==> config.mk <==
export PLATFORM = sky130hd
export DESIGN_NAME = axi_lite_master
export DESIGN_NICKNAME = d
export VERILOG_FILES = /design/src/rtl/axi_lite_master.sv
export SDC_FILE = /design/constraint.sdc
export NUM_CORES = 1
export LEC_CHECK = 0
export BUFFER_PORTS_ARGS = -buffer_cell sky130_fd_sc_hd__buf_4
export CAP_MARGIN = 10
export CORE_ASPECT_RATIO = 0.6
export CORE_MARGIN = 5
export CORE_UTILIZATION = 45
export CTS_CLUSTER_SIZE = 24
export DETAILED_ROUTE_END_ITERATION = 7
export GPL_TIMING_DRIVEN = 1
export PLACE_DENSITY = 0.79
export SYNTH_ARGS = -nofsm -noshare
export SYNTH_HDL_FRONTEND = slang
export SYNTH_SLANG_ARGS = --single-unit
==> constraint.sdc <==
create_clock -name i_clk -period 5.1 [get_ports i_clk]
set_input_delay 0.255 -clock i_clk [delete_from_list [all_inputs] [get_ports i_clk]]
set_output_delay 0.255 -clock i_clk [all_outputs]
set_load 0.01 [all_outputs]
==> src/rtl/axi_lite_master.sv <==
// Single-outstanding AXI4-Lite master. A simple command/response port is
// converted into one AXI4-Lite write or read at a time; every output is a
// register loaded from the next-state logic.
module axi_lite_master #(
  parameter int C_AXI_DATA_WIDTH = 32,
  parameter int C_AXI_ADDR_WIDTH = 4
) (
  input  logic                          i_clk,
  input  logic                          i_axi_reset,
  // command port
  input  logic                          i_cmd_valid,
  output logic                          o_cmd_ready,
  input  logic                          i_cmd_we,
  input  logic [C_AXI_ADDR_WIDTH-1:0]   i_cmd_addr,
  input  logic [C_AXI_DATA_WIDTH-1:0]   i_cmd_wdata,
  input  logic [C_AXI_DATA_WIDTH/8-1:0] i_cmd_wstrb,
  // response port
  output logic                          o_rsp_valid,
  input  logic                          i_rsp_ready,
  output logic [C_AXI_DATA_WIDTH-1:0]   o_rsp_rdata,
  output logic [1:0]                    o_rsp_resp,
  // AXI write address channel
  output logic                          o_axi_awvalid,
  input  logic                          i_axi_awready,
  output logic [C_AXI_ADDR_WIDTH-1:0]   o_axi_awaddr,
  // AXI write data channel
  output logic                          o_axi_wvalid,
  input  logic                          i_axi_wready,
  output logic [C_AXI_DATA_WIDTH-1:0]   o_axi_wdata,
  output logic [C_AXI_DATA_WIDTH/8-1:0] o_axi_wstrb,
  // AXI write response channel
  input  logic                          i_axi_bvalid,
  output logic                          o_axi_bready,
  input  logic [1:0]                    i_axi_bresp,
  // AXI read address channel
  output logic                          o_axi_arvalid,
  input  logic                          i_axi_arready,
  output logic [C_AXI_ADDR_WIDTH-1:0]   o_axi_araddr,
  // AXI read data channel
  input  logic                          i_axi_rvalid,
  output logic                          o_axi_rready,
  input  logic [C_AXI_DATA_WIDTH-1:0]   i_axi_rdata,
  input  logic [1:0]                    i_axi_rresp
);

  localparam int STRB_W = C_AXI_DATA_WIDTH / 8;

  typedef enum logic [2:0] {
    IDLE,
    WADDR_DATA,
    WRESP,
    RADDR,
    RDATA,
    RSP
  } state_t;

  state_t                      state_q;
  state_t                      state_d;

  logic                        cmd_ready_d;
  logic                        rsp_valid_d;
  logic [C_AXI_DATA_WIDTH-1:0] rsp_rdata_d;
  logic [1:0]                  rsp_resp_d;
  logic                        awvalid_d;
  logic [C_AXI_ADDR_WIDTH-1:0] awaddr_d;
  logic                        wvalid_d;
  logic [C_AXI_DATA_WIDTH-1:0] wdata_d;
  logic [STRB_W-1:0]           wstrb_d;
  logic                        bready_d;
  logic                        arvalid_d;
  logic [C_AXI_ADDR_WIDTH-1:0] araddr_d;
  logic                        rready_d;

  // Next-state and next-output logic; every register holds its value by default.
  // Ready/valid flags that belong to a whole state are derived from state_d so
  // they are already high in the first cycle of that state.
  always_comb begin
    state_d     = state_q;
    rsp_rdata_d = o_rsp_rdata;
    rsp_resp_d  = o_rsp_resp;
    awvalid_d   = o_axi_awvalid;
    awaddr_d    = o_axi_awaddr;
    wvalid_d    = o_axi_wvalid;
    wdata_d     = o_axi_wdata;
    wstrb_d     = o_axi_wstrb;
    arvalid_d   = o_axi_arvalid;
    araddr_d    = o_axi_araddr;

    unique case (state_q)
      IDLE: begin
        if (i_cmd_valid && o_cmd_ready) begin
          if (i_cmd_we) begin
            state_d   = WADDR_DATA;
            awvalid_d = 1'b1;
            awaddr_d  = i_cmd_addr;
            wvalid_d  = 1'b1;
            wdata_d   = i_cmd_wdata;
            wstrb_d   = i_cmd_wstrb;
          end else begin
            state_d   = RADDR;
            arvalid_d = 1'b1;
            araddr_d  = i_cmd_addr;
          end
        end
      end
      // AW and W retire independently; leave once neither is still pending,
      // which also covers both handshaking on the same edge.
      WADDR_DATA: begin
        if (o_axi_awvalid && i_axi_awready) awvalid_d = 1'b0;
        if (o_axi_wvalid && i_axi_wready)   wvalid_d  = 1'b0;
        if (!awvalid_d && !wvalid_d)        state_d   = WRESP;
      end
      WRESP: begin
        if (o_axi_bready && i_axi_bvalid) begin
          state_d     = RSP;
          rsp_resp_d  = i_axi_bresp;
          rsp_rdata_d = '0;
        end
      end
      RADDR: begin
        if (o_axi_arvalid && i_axi_arready) begin
          arvalid_d = 1'b0;
          state_d   = RDATA;
        end
      end
      RDATA: begin
        if (o_axi_rready && i_axi_rvalid) begin
          state_d     = RSP;
          rsp_rdata_d = i_axi_rdata;
          rsp_resp_d  = i_axi_rresp;
        end
      end
      RSP: begin
        if (o_rsp_valid && i_rsp_ready) state_d = IDLE;
      end
      default: state_d = IDLE;
    endcase

    cmd_ready_d = (state_d == IDLE);
    bready_d    = (state_d == WRESP);
    rready_d    = (state_d == RDATA);
    rsp_valid_d = (state_d == RSP);
  end

  // State and output registers with synchronous reset clearing everything.
  always_ff @(posedge i_clk) begin
    if (i_axi_reset) begin
      state_q       <= IDLE;
      o_cmd_ready   <= 1'b0;
      o_rsp_valid   <= 1'b0;
      o_rsp_rdata   <= '0;
      o_rsp_resp    <= '0;
      o_axi_awvalid <= 1'b0;
      o_axi_awaddr  <= '0;
      o_axi_wvalid  <= 1'b0;
      o_axi_wdata   <= '0;
      o_axi_wstrb   <= '0;
      o_axi_bready  <= 1'b0;
      o_axi_arvalid <= 1'b0;
      o_axi_araddr  <= '0;
      o_axi_rready  <= 1'b0;
    end else begin
      state_q       <= state_d;
      o_cmd_ready   <= cmd_ready_d;
      o_rsp_valid   <= rsp_valid_d;
      o_rsp_rdata   <= rsp_rdata_d;
      o_rsp_resp    <= rsp_resp_d;
      o_axi_awvalid <= awvalid_d;
      o_axi_awaddr  <= awaddr_d;
      o_axi_wvalid  <= wvalid_d;
      o_axi_wdata   <= wdata_d;
      o_axi_wstrb   <= wstrb_d;
      o_axi_bready  <= bready_d;
      o_axi_arvalid <= arvalid_d;
      o_axi_araddr  <= araddr_d;
      o_axi_rready  <= rready_d;
    end
  end

endmodule

# After elaboration in Yosys (flattened, before gate mapping)
# Index checks and enable logic that the tools add are counted.
# classes
bitwise_logic	1
n_reduce_logical	20
n_mux	26
n_eq_ne	14
# ops
op	n
$mux W32	2
$pmux W32 S2	1
$mux W3	6
$pmux W3 S6	1
$eq A3 B3 Y1 const B	4
$ne A2 B2 Y1 const B	6
$reduce_and A3 Y1	4
$eq A3 B2 Y1 const B	3
$mux W1	9
$logic_and A1 B1 Y1	8
$logic_not A3 Y1	2
$mux W2	3
$pmux W1 S2	3
$reduce_bool A2 Y1	3
$pmux W2 S2	1
$reduce_and A4 Y1	1
$eq A3 B1 Y1 const B	1
$logic_not A1 Y1	2
$not A1 Y1	1
# word_totals
out_inout_bits	85
input_bits	86
elab_cells	75
ff_bits	88

# Logic depth before layout (Yosys ltp)
# logic_depth
word_depth	8
mapped_depth	7

# Worst setup path before layout
# Ideal clock, no wire load.
# synth_timing
path_kind	flip-flop to flip-flop
from	register state_q[2]
to	register o_axi_bready
t_arrival_ns	1.573
setup_slack_ns	3.439
period_less_slack_ns	1.661
stages_incl_launch_ff	6
t_required_ns	5.012
path_buffers	1
setup_ns	0.088
cell_sequence	dfxtp_1 > buf_6 > or3b_1 > or3_1 > and4_4 > nor4_2
# synth_between
elab_chain_cells	3
# synth_rtl
item	line	text
start: declaration	57	state_t state_q;
start signal: assignment	163	state_q <= state_d;
$eq A3 B3 Y1, or another cell as far along	89	unique case (state_q)
$pmux W3 S6 (*)	89	
$eq A3 B2 Y1 (*)	140	bready_d = (state_d == WRESP);
end signal: assignment	173	o_axi_bready <= bready_d;
end: declaration	33	output logic o_axi_bready,
# Mark *: on every way between the ends. The rest lies on a longest branch, timed or not.
# A chain may end at the register's enable or synchronous reset.

# Worst setup path after layout
# layout_timing
from	register state_q[0]
to	register o_axi_bready
# The elaborated chain is that of the path after synthesis.

==> results.md <==
- The run finished with clean final reports.
- The area growth from synthesis to layout is 48.2%.
- TritonCTS created 9 clock buffers.
- After clock tree synthesis, the clock-pin slew on the worst setup and hold paths is approximately 0.060 ns.
- In this run the register-to-register setup slack is ~3.0 ns.
- No sink is reached through more buffers than the 2 on the longest clock path.
- The hold-fix buffer count after cts is 0.
- The worst setup path is captured at a flop.
- After detailed routing, the number of remaining DRC violations is 0.
- The highest attainable clock frequency is 488 MHz.
- The number of sinks on the clock net is just under 90.
- The total wire length after detailed routing is 10.0 mm.
- Summed over all cells, the static leakage comes to ~2 nW.
- 171 I/O pins were placed.
- The number of post-CTS setup repair buffers is 0.
- After layout, the worst path uses about two fifths of the clock period.
- In this run, distinct cell masters in the synthesized netlist total 33.
- Gates resized during post-CTS repair numbered 0.
- The number of synthesized register bits is approximately 90.
- Measured against its own limit, the worst slew margin works out to 39.1%.
- The global placement routability congestion is 0.870.
- The library cells used most frequently in the layout, excluding fill and tap cells, are 175 x buf_4, 88 x dfxtp_1, 85 x nand2_1.
- The final count of hold timing violations was 0.
- The maximum fanout along the worst path is 14.
- After detailed routing, the number of vias per cell comes to between 4 and 5.
- The capture point of the worst path is o_axi_bready.
- The kind of launch point of the worst setup path is a flop.
- The worst clock skew is just under 0.004 ns.
- For this run, the post-layout net count is 641.
- Counting instances, the worst hold path has a depth of 3.
- The number of cells on the worst reg-to-reg path is 4.
- The first detailed-routing pass ran for 4 iterations.
- The wire length of the first global-routing pass is 15.7 mm.
- The min-delay analysis places its worst path in the category in -> reg.
- The share of cells above drive strength 1 is about a third.
- Setup repair after global routing left no endpoint under its margin.
- The clock reaches the later pin of the worst-skew pair after 0.33 ns.
- Setup total negative slack on the finished layout was measured at 0 ns.
- The routed length per placed instance is between 15 and 20 µm.
- At the pin with the least slew margin, the transition time is 0.914 ns.
- By startpoint and endpoint, the worst setup path is classified as reg -> reg.
- For this run, the register share of the synthesized area comes to ~53%.
- Across every metal layer, demand over resource in global routing totals 20.8%.
- The synthesized netlist net count is between 400 and 500.
- The vertical die dimension is 76.7 µm.
- Fill cells in the final layout number 619.
- The detailed router finished its first iteration with about 270 violations.
- The minimum clock period after layout is about 2.1 ns.
- Data arrives at the worst endpoint at around 2.3 ns.
- The effective utilization at floorplan is 46.1%.
- A synthesized cell averages 8.32 µm².
- The number of maximum-capacitance constraint violations is 0.
- Once detailed placement completed, the half-perimeter wirelength came to a little over 7 mm.
- For this run the aggregate overflow at the end of global routing stands at 0.
- The die extent in x is 121 µm.
- The number of global-route vias before repair is approximately 3,300.
- The maximum VDD drop is approximately 0.22 mV.
- The placeable core area is 0.00724 mm².
- The critical path starts at state_q[0].
- The deepest level of the CTS H-tree is 3.
- The root buffer selected by CTS is clkbuf_16.
- Dividing total power by cell area gives a power density of 345 mW/mm².
- The required time at the worst-slack endpoint is 5.34 ns.
- TritonCTS built the clock tree.
- The finished cells cover 0.00494 mm².
- For this run, the number of Yosys warnings is 0.
- The pin count of the biggest net entering global routing is between 80 and 90.
- The remaining antenna violation count after routing is 0.
- The area of the mapped netlist is 0.00334 mm².
- The initial antenna violation count is 0.
- The die covers 0.00929 mm².
- Setup violations remaining at the end of the flow were counted as 0.
- The worst register-to-register path begins at state_q[0].
- The endpoint identified for the worst register-to-register timing path is o_axi_bready.
- In this run the cell area measured after placement is 0.00467 mm².
- Synthesis produced a netlist whose cell count is about 400.
- The total inserted antenna cells is 0.
- Input and output buffers added on the ports amount to 170.
- The floorplan has 24 rows.
- The number of pins exceeding their max-slew limit in the final report is 0.
- The number of vias in the routed layout is 3,310.
- The library cell used most frequently in the layout, excluding fill and tap cells, is buf_4.
-- registers in the layout, indices dropped and copies added (netlist names) --
name,flops
o_axi_wdata,32
o_rsp_rdata,32
o_axi_araddr,4
o_axi_awaddr,4
o_axi_wstrb,4
state_q,3
o_rsp_resp,2
o_axi_arvalid,1
o_axi_awvalid,1
o_axi_bready,1
o_axi_rready,1
o_axi_wvalid,1
o_cmd_ready,1
o_rsp_valid,1
-- critical path, cell delays in order (launching register included) --
cell     delay [ns]
dfxtp_1        0.70
or3b_1         0.44
or3_1          0.40
and4_4         0.20
nor4_2         0.23
-- area by class of cell --
type,count,area [µm²],area share (%)
Sequential cell,88,1760,35.6
Multi-Input combinational cell,279,1460,29.5
Timing Repair Buffer,175,1310,26.6
Clock buffer,10,239,4.83
Tap cell,104,130,2.63
Clock inverter,6,35.0,0.709
Inverter,2,7.51,0.152
-- report_power, final --
| part | switching [W] | leakage [nW] | internal [W] | total, W |
|---|---|---|---|---|
| Sequential | 0.0000507 | 0.711 | 0.000734 | 0.000785 |
| Combinational | 0.000160 | 1.21 | 0.000161 | 0.000321 |
| Clock | 0.000258 | 0.134 | 0.000339 | 0.000598 |
| Total | 0.000469 | 2.06 | 0.00123 | 0.00170 |
-- routing by layer --
| metal | track usage, % | wire [µm] | vias to the layer above |
|---|---|---|---|
| met5 | 0 | 0 | - |
| met4 | 5.48 | 46 | 0 |
| met3 | 11.6 | 1250 | 4 |
| met2 | 32.4 | 4600 | 139 |
| met1 | 25.0 | 4150 | 1508 |
| li1 | - | - | 1659 |
-- how the worst min path moves through the flow --
stage                     from               to
2_1_floorplan    i_cmd_addr[0]  o_axi_awaddr[0]
6_report       i_cmd_wdata[24]  o_axi_wdata[24]
3_5_place_dp   o_axi_wdata[15]  o_axi_wdata[15]
5_1_grt        i_cmd_wdata[24]  o_axi_wdata[24]
4_1_cts         i_cmd_wdata[0]   o_axi_wdata[0]
3_3_place_gp    o_axi_wdata[9]   o_axi_wdata[9]
-- metrics by stage --
stage	worst slack (ns)	hold slack, ns	utilization [%]	std cells	total power (W)
2_1_floorplan	3.44	0.391	-	401	0.000964
3_3_place_gp	3.16	0.442	64.5	648	0.00111
3_5_place_dp	3.07	0.448	64.5	648	0.00112
4_1_cts	3.06	0.153	68.3	664	0.00173
5_1_grt	2.94	0.152	68.3	664	0.00180
6_report	3.05	0.169	68.3	664	0.00170
-- cells in the mapped netlist --
cell / count / area [µm²]
nand2_1: 85 / 319
nor3b_2: 1 / 12.5
inv_1: 2 / 7.51
nand4b_1: 3 / 26.3
nand4_1: 2 / 12.5
a21oi_1: 78 / 390
o21ai_0: 4 / 20.0
or3b_1: 1 / 8.76
buf_2: 2 / 10.0
a211o_1: 1 / 8.76
nor2_1: 9 / 33.8
buf_6: 1 / 11.3
buf_1: 1 / 3.75
or4b_1: 1 / 10.0
and4_4: 1 / 11.3
o2bb2ai_1: 1 / 8.76
nand2b_1: 33 / 206
nor4b_1: 2 / 17.5
a211oi_1: 2 / 15.0
a2bb2oi_1: 1 / 8.76
nand3_1: 35 / 175
or3_1: 1 / 6.26
clkbuf_1: 27 / 101
buf_4: 1 / 7.51
nor3_1: 2 / 10.0
mux2i_1: 6 / 60.1
dfxtp_1: 88 / 1760
nor2b_1: 5 / 31.3
and2_1: 1 / 6.26
a31oi_1: 1 / 6.26
a41oi_1: 1 / 8.76
nor4_1: 1 / 6.26
nor4_2: 1 / 12.5
-- logic make-up (layout without fill, tap and decap cells) --
family | Yosys count | in the layout | synth area share [%]
and+or+nand+nor | 184 | 184 | 27.2
muxes | 6 | 6 | 1.80
AOI/OAI and AO/OA | 89 | 89 | 14.0
buffers and inverters | 34 | 193 | 4.24
DFF | 88 | 88 | 52.8
Power figures use the tool's default switching activity.
